--- src/rtl/regfile_wb_if.sv ---
`default_nettype none
// ============================================================================
// Module   : regfile_wb_if
// Purpose  : Bundles the reservation port, the two writeback request ports
//            and the register-file write port of regfile_wb_arbiter.
//            master = issue/writeback side, slave = arbiter.
// Revision : 1.0  initial release
// ============================================================================
interface regfile_wb_if #(
  parameter int XLEN = 32
);
  // Destination reservation from issue
  logic            rsv_valid;
  logic [4:0]      rsv_addr;
  logic            rsv_ready;
  logic [31:0]     busy_vec;

  // ALU writeback
  logic            req0_valid;
  logic            req0_ready;
  logic [4:0]      req0_addr;
  logic [XLEN-1:0] req0_data;

  // Load writeback
  logic            req1_valid;
  logic            req1_ready;
  logic [4:0]      req1_addr;
  logic [XLEN-1:0] req1_data;

  // Register file write port
  logic            wren;
  logic [4:0]      waddr;
  logic [XLEN-1:0] wdata;
  logic            err;

  modport master (
    output rsv_valid, rsv_addr,
    output req0_valid, req0_addr, req0_data,
    output req1_valid, req1_addr, req1_data,
    input  rsv_ready, busy_vec, req0_ready, req1_ready,
    input  wren, waddr, wdata, err
  );

  modport slave (
    input  rsv_valid, rsv_addr,
    input  req0_valid, req0_addr, req0_data,
    input  req1_valid, req1_addr, req1_data,
    output rsv_ready, busy_vec, req0_ready, req1_ready,
    output wren, waddr, wdata, err
  );
endinterface
`default_nettype wire

--- src/rtl/regfile_wb_arbiter.sv ---
`default_nettype none
// ============================================================================
// Module   : regfile_wb_arbiter
// Purpose  : Shares the register file's single write port between the ALU
//            (req0) and load (req1) writeback sources, and keeps a 2-bit
//            per-register pending-write scoreboard for RAW/WAW stalls.
//            Default arbitration: req1 priority with a starvation guard for
//            req0. Define ARB_RR_EN for 1-bit round-robin arbitration.
// Revision : 1.0  initial release
// ============================================================================
module regfile_wb_arbiter #(
  parameter int XLEN       = 32,
  parameter int STARVE_MAX = 4
) (
  input  logic         clk,
  input  logic         rst,
  regfile_wb_if.slave  bus
);

  logic            contest;
  logic            grant0;
  logic            grant1;
  logic            commit;
  logic [4:0]      commit_addr;
  logic [XLEN-1:0] commit_data;
  logic            rsv_full;
  logic            reserve;
  logic [1:0]      pend [32];

  assign contest = bus.req0_valid && bus.req1_valid;

`ifdef ARB_RR_EN
  // Port granted most recently: 0 = req0, 1 = req1
  logic last_port;

  // Round-robin: on contest the port not granted last wins
  always_comb begin
    grant0 = 1'b0;
    grant1 = 1'b0;
    if (rst) begin
      if (contest) begin
        grant0 = last_port;
        grant1 = !last_port;
      end else begin
        grant0 = bus.req0_valid;
        grant1 = bus.req1_valid;
      end
    end
  end

  // Pointer follows every grant
  always_ff @(posedge clk) begin
    if (!rst) begin
      last_port <= 1'b0;
    end else if (grant0) begin
      last_port <= 1'b0;
    end else if (grant1) begin
      last_port <= 1'b1;
    end
  end
`else
  localparam int SW = $clog2(STARVE_MAX + 1);

  logic [SW-1:0] starve;
  logic          starved;

  assign starved = (starve >= SW'(STARVE_MAX));

  // Fixed priority for req1 unless req0 has been denied STARVE_MAX times
  always_comb begin
    grant0 = 1'b0;
    grant1 = 1'b0;
    if (rst) begin
      if (contest) begin
        grant0 = starved;
        grant1 = !starved;
      end else begin
        grant0 = bus.req0_valid;
        grant1 = bus.req1_valid;
      end
    end
  end

  // Count consecutive req0 denials; saturates once the guard is armed
  always_ff @(posedge clk) begin
    if (!rst) begin
      starve <= '0;
    end else if (grant0 || !bus.req0_valid) begin
      starve <= '0;
    end else if (!starved) begin
      starve <= starve + 1'b1;
    end
  end
`endif

  assign bus.req0_ready = grant0;
  assign bus.req1_ready = grant1;

  // Select the granted request; x0 targets are consumed without a write
  always_comb begin
    commit_addr = grant1 ? bus.req1_addr : bus.req0_addr;
    commit_data = grant1 ? bus.req1_data : bus.req0_data;
    commit      = (grant0 || grant1) && (commit_addr != 5'd0);
  end

  // A full counter still accepts a reservation when the same register
  // retires in this cycle, since the pending count does not change.
  always_comb begin
    rsv_full      = (pend[bus.rsv_addr] == 2'd3) &&
                    !(commit && (commit_addr == bus.rsv_addr));
    bus.rsv_ready = rst && ((bus.rsv_addr == 5'd0) || !rsv_full);
    reserve       = bus.rsv_valid && bus.rsv_ready && (bus.rsv_addr != 5'd0);
  end

  // Registered write port to the register file plus sticky error flag
  always_ff @(posedge clk) begin
    if (!rst) begin
      bus.wren  <= 1'b0;
      bus.waddr <= 5'd0;
      bus.wdata <= '0;
      bus.err   <= 1'b0;
    end else begin
      bus.wren <= commit;
      if (commit) begin
        bus.waddr <= commit_addr;
        bus.wdata <= commit_data;
      end
      if (commit && (pend[commit_addr] == 2'd0)) begin
        bus.err <= 1'b1;
      end
    end
  end

  // Pending-write counters; entry 0 is tied to zero
  always_ff @(posedge clk) begin
    for (int i = 0; i < 32; i++) begin
      if (!rst || (i == 0)) begin
        pend[i] <= 2'd0;
      end else begin
        if (reserve && (bus.rsv_addr == 5'(i)) &&
            !(commit && (commit_addr == 5'(i)))) begin
          pend[i] <= pend[i] + 2'd1;
        end else if (commit && (commit_addr == 5'(i)) &&
                     !(reserve && (bus.rsv_addr == 5'(i))) &&
                     (pend[i] != 2'd0)) begin
          pend[i] <= pend[i] - 2'd1;
        end
      end
    end
  end

  // Busy flags straight from the counter flops
  always_comb begin
    for (int i = 0; i < 32; i++) begin
      bus.busy_vec[i] = (pend[i] != 2'd0);
    end
  end

endmodule
`default_nettype wire

--- src/flat_wrapper.sv ---
// flat-port wrapper written by rule: the top's interface ports become plain ports
module regfile_wb_arbiter_flat 
#(
  parameter int XLEN       = 32,
  parameter int STARVE_MAX = 4
)
  (clk, rst, bus_rsv_valid, bus_rsv_addr, bus_req0_valid, bus_req0_addr, bus_req0_data, bus_req1_valid, bus_req1_addr, bus_req1_data, bus_rsv_ready, bus_busy_vec, bus_req0_ready, bus_req1_ready, bus_wren, bus_waddr, bus_wdata, bus_err);
  regfile_wb_if #(.XLEN(XLEN)) bus_i ();
  input  logic clk;
  input  logic rst;
  input wire logic [$bits(bus_i.rsv_valid)-1:0] bus_rsv_valid;
  input wire logic [$bits(bus_i.rsv_addr)-1:0] bus_rsv_addr;
  input wire logic [$bits(bus_i.req0_valid)-1:0] bus_req0_valid;
  input wire logic [$bits(bus_i.req0_addr)-1:0] bus_req0_addr;
  input wire logic [$bits(bus_i.req0_data)-1:0] bus_req0_data;
  input wire logic [$bits(bus_i.req1_valid)-1:0] bus_req1_valid;
  input wire logic [$bits(bus_i.req1_addr)-1:0] bus_req1_addr;
  input wire logic [$bits(bus_i.req1_data)-1:0] bus_req1_data;
  output wire logic [$bits(bus_i.rsv_ready)-1:0] bus_rsv_ready;
  output wire logic [$bits(bus_i.busy_vec)-1:0] bus_busy_vec;
  output wire logic [$bits(bus_i.req0_ready)-1:0] bus_req0_ready;
  output wire logic [$bits(bus_i.req1_ready)-1:0] bus_req1_ready;
  output wire logic [$bits(bus_i.wren)-1:0] bus_wren;
  output wire logic [$bits(bus_i.waddr)-1:0] bus_waddr;
  output wire logic [$bits(bus_i.wdata)-1:0] bus_wdata;
  output wire logic [$bits(bus_i.err)-1:0] bus_err;
  assign bus_i.rsv_valid = bus_rsv_valid;
  assign bus_i.rsv_addr = bus_rsv_addr;
  assign bus_i.req0_valid = bus_req0_valid;
  assign bus_i.req0_addr = bus_req0_addr;
  assign bus_i.req0_data = bus_req0_data;
  assign bus_i.req1_valid = bus_req1_valid;
  assign bus_i.req1_addr = bus_req1_addr;
  assign bus_i.req1_data = bus_req1_data;
  assign bus_rsv_ready = bus_i.rsv_ready;
  assign bus_busy_vec = bus_i.busy_vec;
  assign bus_req0_ready = bus_i.req0_ready;
  assign bus_req1_ready = bus_i.req1_ready;
  assign bus_wren = bus_i.wren;
  assign bus_waddr = bus_i.waddr;
  assign bus_wdata = bus_i.wdata;
  assign bus_err = bus_i.err;
  regfile_wb_arbiter #(.XLEN(XLEN), .STARVE_MAX(STARVE_MAX)) u_core (.clk(clk), .rst(rst), .bus(bus_i));
endmodule
--- config.mk ---
export PLATFORM = sky130hd
export DESIGN_NAME = regfile_wb_arbiter_flat
export DESIGN_NICKNAME = d
export VERILOG_FILES = /design/src/rtl/regfile_wb_if.sv /design/src/rtl/regfile_wb_arbiter.sv /design/src/flat_wrapper.sv
export SDC_FILE = /design/constraint.sdc
export NUM_CORES = 1
export LEC_CHECK = 0
export ABC_AREA = 1
export ABC_CLOCK_PERIOD_IN_PS = 2500
export CAP_MARGIN = 15
export CORE_MARGIN = 2
export CORE_UTILIZATION = 40
export CTS_CLUSTER_SIZE = 30
export DETAILED_ROUTE_END_ITERATION = 8
export GPL_ROUTABILITY_DRIVEN = 0
export MAX_ROUTING_LAYER = met4
export PLACE_DENSITY = 0.65
export SYNTH_ARGS = -nofsm -noshare
export SYNTH_HDL_FRONTEND = slang
export SYNTH_SLANG_ARGS = --single-unit
--- constraint.sdc ---
create_clock -name clk -period 2.5 [get_ports clk]
set_clock_uncertainty 0.15 [all_clocks]
set_input_delay 0.25 -clock clk [delete_from_list [all_inputs] [get_ports clk]]
set_output_delay 0.25 -clock clk [all_outputs]
set_load 0.01 [all_outputs]
==> impl_metrics.ini <==
[clocking]
cts-root-buf = clkbuf_16
cts_max_level = 3
cts_buffer_depth = 2
cts_tree = yes
cts_inserted_buffers = 9
cts.reportedPaths.clkPinSlew_ps = 90
hold_buffers = 0
clock_latency_ps = 370
cts_sinks = 104

[timing]
tightest_slew_ps = 746
hold_ws_ps = 292
slew_viol_final = 0
setup_viol = 99
hold_viol = 0
rsz0062_at_grt = yes
setup_tns_ps = -8090
period_share = 1.06
relSlewSlack = 0.499
max_freq_mhz = 378
period_needed_ps = 2640
worst_slack_ps = -143

[final_layout]
final_common_cell = nand2_1
final_cell_mix = nand2_1 (319), clkdlybuf4s50_1 (149), inv_1 (143)
antenna_cells = 0
syn_to_final_growth_pct = 53.6
nFillCells = 1692
drive_gt1_frac = 0.217
nNetsFinal = 1500

[power_and_ir_drop]
p_switching_w = 0.00158
p_seq_frac = 0.401
ir_drop_mv = 0.326
leakagePower_nw = 5.11
power_density_mw_per_mm2 = 441
swShare = 0.316
p_comb_frac = 0.288
p_clk_frac = 0.311
p_int_w = 0.00343

[drt]
remaining_drc_errors = 0
routed_wl_mm = 27.2
drt_iter0_drc = 773
ant_nets = 0
num_vias = 8648
drt_first_pass_iters = 6
wire_per_inst_um = 16.8
viasPerCell = 5.34

[yosys]
ys_seq_elements = 104
synth_top_area_frac = 0.252
syn_area_mm2 = 0.00739
synthCells = 1124
synth_top_area_cell = edfxtp_1
synth_nets = 1240
synth.distinct_cells = 28
synth_warnings = 0
ys_seq_area_frac = 0.365
syn_area_per_cell_um2 = 6.58
yosys-top-cells-area = edfxtp_1 (25%), nand2_1 (19%), dfxtp_1 (11%)

[critical_path]
r2r-end = u_core.pend[12][1]
cp.arrival_ps = 2570
critPathCaptureType = flip-flop
cp_common_cell = buf_6
crit_path_end = u_core.pend[12][1]
startpoint_type = flip-flop
crit_fanout = 4
cp_slowest_cell = dfxtp_4
path_cells = buf_6, a21oi_4, buf_6, buf_4, o21ai_2, nand2_1, nand2_1, nand2_2, nor2_4, nand2_4, a21oi_4, clkbuf_16, buf_6, nand3_1, nand3_2
rrSetupSlack_ps = -140
worstRegToRegCells = 15
critical_path.startpoint = u_core.starve[2]
critPathMaxStageDelay_ps = 380
reg2reg_from = u_core.starve[2]
cp_data_required_time_ps = 2420
critical_path_class = flip-flop to flip-flop

[global_route]
antenna_found_initial = 0
grt_pass1_wl_mm = 41.1
grt_max_degree = 75
grt.total_usage = 0.271
grt_overflow_total = 0
grt_pass1_vias = 8156

[run_status]
violations = setup timing
status = finished with violations

[die]
num_rows = 49
fp.coreArea_mm2 = 0.0180
ios = 158
dieArea_mm2 = 0.0196
die_w_um = 140
start_util = 0.410
die_h_um = 140

[placed_design]
dpl.hpwl_mm = 19.3
io_buffers = 156

[hold_path]
hold_path_class = primary input to flip-flop
whs_path_depth = 3

[job]
drv_cap = 0
==> layer usage <==
layer	part of all wire	vias up	routed length, um	GRT usage
li1	-	4228	-	-
met4	0.039	0	1070	0.0874
met1	0.41	3907	11000	0.346
met5	0	-	0	-
met2	0.47	431	12700	0.439
met3	0.086	82	2340	0.0482
==> Yosys cell counts <==
cell type and instances:
inv_2 4, nand3b_1 1, a31oi_1 32, nand2_2 1
clkbuf_1 30, o21ai_0 93, nor2_2 1, a21oi_4 1
nand4_1 43, a31o_2 1, o21ai_2 2, o21bai_1 1
nand2_4 1, buf_4 5, inv_1 144, ha_1 32
a21oi_2 1, edfxtp_1 62, dfxtp_1 42, buf_2 13
nor3_1 26, conb_1 1, nor2_1 90, nand2_1 367
a21oi_1 32, nand3_1 90, o21ai_1 5, clkinv_1 3
==> timing repair <==
| item | 4_1_cts | 5_1_grt |
|---|---|---|
| pin swaps | 11 | 23 |
| buffers inserted | 12 | 4 |
| endpoints found under the setup margin | 125 | 128 |
| gates resized for setup | 43 | 157 |
| gates cloned | 3 | 9 |
==> logic make-up (layout without fill, tap and decap cells) <==
kind of cell	count (synthesis)	after routing	share of synthesized area
and+or+nand+nor	620	621	0.351
buffers and inverters	199	463	0.106
AOI/OAI and AO/OA	168	168	0.123
DFF	104	104	0.365
adders and majority gates	32	32	0.0541
other	1	1	0.000507
==> flip-flops by register name, indices dropped and copies added (netlist names) <==
name	cells
u_core.bus.err	1
u_core.bus.wren	1
u_core.starve	3
u_core.pend	62
u_core.bus.waddr	5
u_core.bus.wdata	32
==> power groups by stage <==
stage	clock (W)	combinational (W)	sequential, W
after floorplan	0	0.000545	0.00206
after CTS	0.00157	0.00133	0.00201
after global routing	0.00164	0.00156	0.00202
final	0.00156	0.00144	0.00201
after detailed placement	0	0.00126	0.00204
after global placement	0	0.00126	0.00204
==> layout make-up <==
type                       count  area (um^2)  area share
multi-input combinational    822         4550       0.400
timing repair buffer         296         2920       0.257
sequential                   104         2710       0.238
inverter                     151          577      0.0508
tap                          229          287      0.0252
clock buffer                   9          225      0.0198
clock inverter                 7         95.1     0.00837
==> through the flow <==
stage	worst slack (ps)	std cells	area, um^2	utilization	total power (W)
2_1_floorplan	169	1124	7390	-	0.00260
6_report	-143	1618	11400	0.630	0.00501
3_5_place_dp	-523	1576	10000	0.556	0.00331
5_1_grt	-239	1618	11400	0.630	0.00522
3_3_place_gp	-498	1576	10000	0.556	0.00330
4_1_cts	-19.6	1607	10600	0.590	0.00491
==> critical path: cells and delay by family, from the launching register on <==
kind / cells / cell delay [ps]
and+or+nand+nor: 7 / 670
buffers and inverters: 5 / 690
DFF: 1 / 380
AOI/OAI and AO/OA: 3 / 450
==> worst min path at each step <==
stage / from / to
3_3_place_gp: u_core.bus.err / u_core.bus.err
2_1_floorplan: rst / u_core.bus.waddr[4]
4_1_cts: bus_req0_data[13] / u_core.bus.wdata[13]
3_5_place_dp: u_core.bus.err / u_core.bus.err
5_1_grt: bus_req0_data[23] / u_core.bus.wdata[23]
6_report: bus_req0_data[13] / u_core.bus.wdata[13]
Note: power is estimated with default switching activity, not from simulation.
